[src/rtl/rv_pkg.sv]
// Shared RISC-V register-file constants, types and the per-register mask helper.
// Consumed by reg_file_sb, rf_scoreboard and reg_file_sb_if.
package rv_pkg;

   localparam int XLEN       = 32;
   localparam int NUM_REGS   = 32;
   localparam int REG_ADDR_W = 5;

   localparam logic [REG_ADDR_W-1:0] X0_IDX = '0;

   typedef logic [XLEN-1:0]       xword_t;
   typedef logic [REG_ADDR_W-1:0] raddr_t;
   typedef logic [NUM_REGS-1:0]   busy_t;

   // One-hot mask for a register; x0 never produces a bit because it can never be pending.
   function automatic busy_t regMask(input logic en, input raddr_t addr);
      busy_t m;
      m = '0;
      if (en && (addr != X0_IDX)) begin
         m[addr] = 1'b1;
      end
      return m;
   endfunction

endpackage

[src/rtl/reg_file_sb_if.sv]
// Decode/writeback/flush bundle between the pipeline (master) and the register file (slave).
interface reg_file_sb_if;
   import rv_pkg::*;

   raddr_t rs1_addr;
   raddr_t rs2_addr;
   xword_t rs1_data;
   xword_t rs2_data;
   logic   wb_write_en;
   raddr_t wb_write_addr;
   xword_t wb_write_data;
   logic   issue_en;
   raddr_t issue_rd;
   logic   squash_en;
   raddr_t squash_rd;
   logic   rs1_busy;
   logic   rs2_busy;
   busy_t  busy_vec;

   modport master (
      output rs1_addr, rs2_addr,
      output wb_write_en, wb_write_addr, wb_write_data,
      output issue_en, issue_rd, squash_en, squash_rd,
      input  rs1_data, rs2_data, rs1_busy, rs2_busy, busy_vec
   );

   modport slave (
      input  rs1_addr, rs2_addr,
      input  wb_write_en, wb_write_addr, wb_write_data,
      input  issue_en, issue_rd, squash_en, squash_rd,
      output rs1_data, rs2_data, rs1_busy, rs2_busy, busy_vec
   );

endinterface

[src/rtl/rf_scoreboard.sv]
// Pending-write scoreboard: issue sets a register's busy bit; writeback or squash clears it.
// When a set and a clear hit the same register in one cycle, the set wins.
module rf_scoreboard
   import rv_pkg::*;
(
   input  logic   clk,
   input  logic   rst_n,
   input  logic   issue_en_i,
   input  raddr_t issue_rd_i,
   input  logic   wb_write_en_i,
   input  raddr_t wb_write_addr_i,
   input  logic   squash_en_i,
   input  raddr_t squash_rd_i,
   input  raddr_t rs1_addr_i,
   input  raddr_t rs2_addr_i,
   output logic   rs1_busy_o,
   output logic   rs2_busy_o,
   output busy_t  busy_vec_o
);

   busy_t busy_q;
   busy_t busy_d;
   busy_t setMask;
   busy_t clrMask;

   // Clears are applied first so a same-register issue overrides the older retirement.
   always_comb begin
      setMask         = regMask(issue_en_i, issue_rd_i);
      clrMask         = regMask(wb_write_en_i, wb_write_addr_i)
                      | regMask(squash_en_i, squash_rd_i);
      busy_d          = (busy_q & ~clrMask) | setMask;
      busy_d[X0_IDX]  = 1'b0;
   end

   always_ff @(posedge clk) begin
      if (!rst_n) begin
         busy_q <= '0;
      end else begin
         busy_q <= busy_d;
      end
   end

   assign rs1_busy_o = (rs1_addr_i == X0_IDX) ? 1'b0 : busy_q[rs1_addr_i];
   assign rs2_busy_o = (rs2_addr_i == X0_IDX) ? 1'b0 : busy_q[rs2_addr_i];
   assign busy_vec_o = busy_q;

endmodule

[src/rtl/reg_file_sb.sv]
// Integer register file (x0 hard-wired to zero) with pending-write scoreboard.
// Define REGFILE_BYPASS_EN to forward same-cycle writeback data to the read ports.
module reg_file_sb #(
   parameter int XLEN     = rv_pkg::XLEN,
   parameter int NUM_REGS = rv_pkg::NUM_REGS
) (
   input logic         clk,
   input logic         rst_n,
   reg_file_sb_if.slave bus
);
   import rv_pkg::X0_IDX;

   logic [XLEN-1:0] regs_q [NUM_REGS];
   logic [XLEN-1:0] regs_d [NUM_REGS];
   logic            wrHit;
   logic [XLEN-1:0] rs1Raw;
   logic [XLEN-1:0] rs2Raw;
   logic            sb1Busy;
   logic            sb2Busy;

   always_comb begin
      wrHit  = bus.wb_write_en && (bus.wb_write_addr != X0_IDX);
      regs_d = regs_q;
      if (wrHit) begin
         regs_d[bus.wb_write_addr] = bus.wb_write_data;
      end
   end

   always_ff @(posedge clk) begin
      if (!rst_n) begin
         for (int i = 0; i < NUM_REGS; i++) begin
            regs_q[i] <= '0;
         end
      end else begin
         regs_q <= regs_d;
      end
   end

   assign rs1Raw = (bus.rs1_addr == X0_IDX) ? '0 : regs_q[bus.rs1_addr];
   assign rs2Raw = (bus.rs2_addr == X0_IDX) ? '0 : regs_q[bus.rs2_addr];

   rf_scoreboard u_sb (
      .clk             (clk),
      .rst_n           (rst_n),
      .issue_en_i      (bus.issue_en),
      .issue_rd_i      (bus.issue_rd),
      .wb_write_en_i   (bus.wb_write_en),
      .wb_write_addr_i (bus.wb_write_addr),
      .squash_en_i     (bus.squash_en),
      .squash_rd_i     (bus.squash_rd),
      .rs1_addr_i      (bus.rs1_addr),
      .rs2_addr_i      (bus.rs2_addr),
      .rs1_busy_o      (sb1Busy),
      .rs2_busy_o      (sb2Busy),
      .busy_vec_o      (bus.busy_vec)
   );

`ifdef REGFILE_BYPASS_EN
   // A forwarded operand is already available, so it must not stall decode.
   logic byp1;
   logic byp2;
   assign byp1         = wrHit && (bus.wb_write_addr == bus.rs1_addr);
   assign byp2         = wrHit && (bus.wb_write_addr == bus.rs2_addr);
   assign bus.rs1_data = byp1 ? bus.wb_write_data : rs1Raw;
   assign bus.rs2_data = byp2 ? bus.wb_write_data : rs2Raw;
   assign bus.rs1_busy = sb1Busy & ~byp1;
   assign bus.rs2_busy = sb2Busy & ~byp2;
`else
   assign bus.rs1_data = rs1Raw;
   assign bus.rs2_data = rs2Raw;
   assign bus.rs1_busy = sb1Busy;
   assign bus.rs2_busy = sb2Busy;
`endif

endmodule

[src/flat_wrapper.sv]
// flat-port wrapper written by rule: the top's interface ports become plain ports
module reg_file_sb_flat import rv_pkg::X0_IDX;
#(
   parameter int XLEN     = rv_pkg::XLEN,
   parameter int NUM_REGS = rv_pkg::NUM_REGS
)
  (clk, rst_n, bus_rs1_addr, bus_rs2_addr, bus_wb_write_en, bus_wb_write_addr, bus_wb_write_data, bus_issue_en, bus_issue_rd, bus_squash_en, bus_squash_rd, bus_rs1_data, bus_rs2_data, bus_rs1_busy, bus_rs2_busy, bus_busy_vec);
  reg_file_sb_if bus_i ();
  input logic clk;
  input logic rst_n;
  input wire logic [$bits(bus_i.rs1_addr)-1:0] bus_rs1_addr;
  input wire logic [$bits(bus_i.rs2_addr)-1:0] bus_rs2_addr;
  input wire logic [$bits(bus_i.wb_write_en)-1:0] bus_wb_write_en;
  input wire logic [$bits(bus_i.wb_write_addr)-1:0] bus_wb_write_addr;
  input wire logic [$bits(bus_i.wb_write_data)-1:0] bus_wb_write_data;
  input wire logic [$bits(bus_i.issue_en)-1:0] bus_issue_en;
  input wire logic [$bits(bus_i.issue_rd)-1:0] bus_issue_rd;
  input wire logic [$bits(bus_i.squash_en)-1:0] bus_squash_en;
  input wire logic [$bits(bus_i.squash_rd)-1:0] bus_squash_rd;
  output wire logic [$bits(bus_i.rs1_data)-1:0] bus_rs1_data;
  output wire logic [$bits(bus_i.rs2_data)-1:0] bus_rs2_data;
  output wire logic [$bits(bus_i.rs1_busy)-1:0] bus_rs1_busy;
  output wire logic [$bits(bus_i.rs2_busy)-1:0] bus_rs2_busy;
  output wire logic [$bits(bus_i.busy_vec)-1:0] bus_busy_vec;
  assign bus_i.rs1_addr = bus_rs1_addr;
  assign bus_i.rs2_addr = bus_rs2_addr;
  assign bus_i.wb_write_en = bus_wb_write_en;
  assign bus_i.wb_write_addr = bus_wb_write_addr;
  assign bus_i.wb_write_data = bus_wb_write_data;
  assign bus_i.issue_en = bus_issue_en;
  assign bus_i.issue_rd = bus_issue_rd;
  assign bus_i.squash_en = bus_squash_en;
  assign bus_i.squash_rd = bus_squash_rd;
  assign bus_rs1_data = bus_i.rs1_data;
  assign bus_rs2_data = bus_i.rs2_data;
  assign bus_rs1_busy = bus_i.rs1_busy;
  assign bus_rs2_busy = bus_i.rs2_busy;
  assign bus_busy_vec = bus_i.busy_vec;
  reg_file_sb #(.XLEN(XLEN), .NUM_REGS(NUM_REGS)) u_core (.clk(clk), .rst_n(rst_n), .bus(bus_i));
endmodule
[config.mk]
export PLATFORM = sky130hd
export DESIGN_NAME = reg_file_sb_flat
export DESIGN_NICKNAME = d
export VERILOG_FILES = /design/src/rtl/rv_pkg.sv /design/src/rtl/reg_file_sb_if.sv /design/src/rtl/rf_scoreboard.sv /design/src/rtl/reg_file_sb.sv /design/src/flat_wrapper.sv
export SDC_FILE = /design/constraint.sdc
export NUM_CORES = 2
export LEC_CHECK = 0
export CORE_UTILIZATION = 30
export DETAILED_ROUTE_END_ITERATION = 12
export PLACE_DENSITY = 0.54
export SKIP_LAST_GASP = 1
export SLEW_MARGIN = 40
export SYNTH_ARGS = -nofsm -noshare
export SYNTH_HDL_FRONTEND = slang
export SYNTH_SLANG_ARGS = --single-unit
[constraint.sdc]
create_clock -name clk -period 2.6 [get_ports clk]
set_input_delay 0.52 -clock clk [delete_from_list [all_inputs] [get_ports clk]]
set_output_delay 0.52 -clock clk [all_outputs]
set_load 0.02 [all_outputs]
==> impl_metrics.yaml <==
cts:
  cts-htree-levels: 3
  clock_sinks: 1055
  cts_inserted_buffers: 112
  cts_tree: "yes"
  hold_buffers: 0
  clockBufferDepth: 3
  path_clk_slew_ns: 0.07
  clock_latency_ns: 0.75
  clockRootBuffer: "clkbuf_16"
synth:
  synth_xor_area_share_pct: 0
  synthAdderAreaFrac_pct: 0
  ys_ff_latch: 1055
  synth-edff-count: 0
  synth_async_sr_flop_share_pct: 0
  synth_top_family_by_area: "multiplexers"
  yosys_warnings: 0
  yosysSeqAreaShare_pct: 37.75
  post_synth_num_cell_types: 46
  syn_nets: 6099
  synth_compound_area_share_pct: 18.36
  syn_inst: 6037
  synthSimpleGateAreaFrac_pct: 16.21
  synth_area_um2: 55950
  synthMuxAreaShare_pct: 22.78
  avgSynthCellArea_um2: 9.268
  synthFlopType: "dfxtp_1"
detailed_routing:
  vias: 52060
  detail-route-antenna-nets: 0
  drtIter0Drc: 6320
  drt-wirelength-per-cell_um: 28.03
  drcViolationCount: 0
  first_pass_iters: 8
  post_drt_via_cell_ratio: 5.672
  wl_mm: 257.2
grt:
  grtUsageTotal_pct: 26.71
  grt_antenna_before_repair: 2
  grt-ovfl-total: 0
  grt_first_pass_wirelength_mm: 366.9
  grt_pass1_vias: 50460
  grt_max_degree: 112
setup_path:
  crit_fanout: 2
  cp_data_required_time_ns: 2.08
  worstSetupStartpointType: "register"
  end_kind: "output pin"
  rr_startpoint: "u_core.u_sb.busy_vec_o[23]$_SDFF_PN0_"
  crit_start: "u_core.u_sb.busy_vec_o[7]$_SDFF_PN0_"
  crit_type: "register to output pin"
  arrival_ns: 2.75
timing:
  hold_ws_ns: 0.1840
  finalCritPeriodShare_pct: 125.6
  grt_setup_unrepaired: "yes"
  hold_viol_final: 0
  fmax_ghz: 0.3061
  period_minus_slack_ns: 3.267
  report.final.slew_viol_count: 0
  fin_skew_ns: 0
  maxSlewHeadroom_pct: 54.09
  setup_viol_count_final: 66
  fin_ws_ns: -0.6665
  worst_pin_slew_ns: 0.6857
hold_path:
  hp-class: "input pin to register"
  holdCritStartpoint: "rst_n"
power_and_ir_drop:
  leakage_nw: 25.72
  ir_drop_v: 0.0005572
  total_power_mw: 38.65
  power.density_nw_per_um2: 509.8
cells_and_area:
  syn2layout_area_growth_pct: 35.52
  drive_above_1_share_pct: 32.66
  final_cell_mix: "nand2_1 (2052), dfxtp_1 (916), a21boi_0 (910)"
  nNetsFinal: 6667
  layout_commonest_cell: "nand2_1"
die:
  dieArea_um2: 188200
  coreArea_um2: 185400
  io_pins: 160
  std_cell_rows: 158
  start_util_pct: 30.17
  die_w_um: 433.9
  die_h_um: 433.9
place:
  dp_hpwl_mm: 172.3
  gp_congestion: 0.9698
  portBuffers: 158
job:
  cap_violations: 0
run_status:
  violations: "negative setup slack"
  outcome: "complete, but fails checks"
[Yosys cell counts (4+ instances only)]
cell type / instances / area [um2]
clkbuf_1: 417 / 1565
a211oi_1: 32 / 240.2
mux4_2: 460 / 10360
a311oi_1: 33 / 289.0
o2111ai_1: 19 / 166.4
nor3_1: 5 / 25.02
a31oi_1: 33 / 206.5
dfxtp_1: 1055 / 21120
and3b_1: 4 / 35.03
o21ai_0: 80 / 400.4
a221o_1: 34 / 340.3
nand2b_1: 4 / 25.02
a221oi_1: 47 / 411.6
nor2_1: 24 / 90.09
mux2_2: 34 / 382.9
buf_6: 7 / 78.83
buf_2: 133 / 665.6
nand3_1: 4 / 20.02
nand2_1: 2084 / 7823
a32oi_1: 31 / 271.5
buf_1: 55 / 206.5
nor2b_1: 75 / 469.2
buf_4: 23 / 172.7
and2_0: 6 / 37.54
and2_1: 44 / 275.3
mux2i_1: 200 / 2002
a21boi_1: 82 / 615.6
and4b_1: 7 / 70.07
a21boi_0: 910 / 6832
a22oi_1: 66 / 495.5
[metal layers]
layer  vias to the layer above  global-route usage, %  wire (um)
li1                      22410                      -          -
met1                     26170                  33.39      98860
met2                      2829                  42.98     119800
met3                       653                  4.444      21940
met4                         0                  16.27      16640
met5                         -                      0          0
[final cells by class]
cell class / count / area (um2)
Antenna cell: 2 / 5.005
Clock buffer: 164 / 3302
Clock inverter: 41 / 459.2
Fill cell: 17820 / 109600
Inverter: 2 / 15.01
Multi-Input combinational cell: 4342 / 34710
Sequential cell: 1055 / 21290
Tap cell: 2480 / 3103
Timing Repair Buffer: 1092 / 12940
[final timing paths]
check / to / slack, ns / cells past startpoint
worst max-delay path: bus_rs1_busy / -0.67 / 5
worst min-delay path: u_core.regs_q[943]$_SDFFE_PN0P_ / 0.18 / 2
worst min register to register: u_core.regs_q[1000]$_SDFFE_PN0P_ / 0.47 / 1
worst max register to register: u_core.u_sb.busy_vec_o[23]$_SDFF_PN0_ / 1.72 / 3
[cells by family (layout without fill, tap and decap cells)]
kind of cell / Yosys count / in the layout
other: 1 / 3
and+or+nand+nor: 2279 / 2279
muxes: 694 / 694
buffers and inverters: 640 / 1299
AOI/OAI and AO/OA: 1368 / 1368
DFF: 1055 / 1055
[critical path, stage by stage, from the launching register on]
cell and delay (ns):
dfxtp_2 0.34, mux2i_1 0.07, mux4_2 0.46, a221o_1 0.41, a31oi_4 0.52, buf_6 0.20
[power by group]
part           internal (mW)  switching (mW)  leakage (nW)  total, mW
logic                   2.37            3.02          15.3       5.39
registers               16.3           0.101          8.57       16.4
clock network           9.65            7.24          1.85       16.9
[registers in the layout, indices dropped and copies added (netlist names)]
signal / flops
u_core.regs_q: 1024
u_core.u_sb.busy_vec_o: 31
[stage by stage]
step | instance area [um2] | cells | setup TNS (ns) | worst slack [ns] | util [%]
final | 75830 | 9178 | -25.67 | -0.6665 | 40.89
after global routing | 75830 | 9178 | -25.72 | -0.5719 | 40.89
after CTS | 74770 | 9131 | -25.08 | -0.6303 | 40.32
after detailed placement | 67070 | 8825 | -42.40 | -0.8698 | 36.17
after global placement | 67060 | 8825 | -42.13 | -0.8706 | 36.17
after floorplan | 56380 | 6037 | -0.009564 | -0.004047 | -
[timing repair]
| action | in CTS | in global routing |
|---|---|---|
| cloned | 23 | 5 |
| resized for setup | 723 | 199 |
| setup buffers | 95 | 68 |
| endpoints found under the setup margin | 71 | 66 |
| pin swaps | 113 | 88 |
Power figures use the tool's default switching activity.
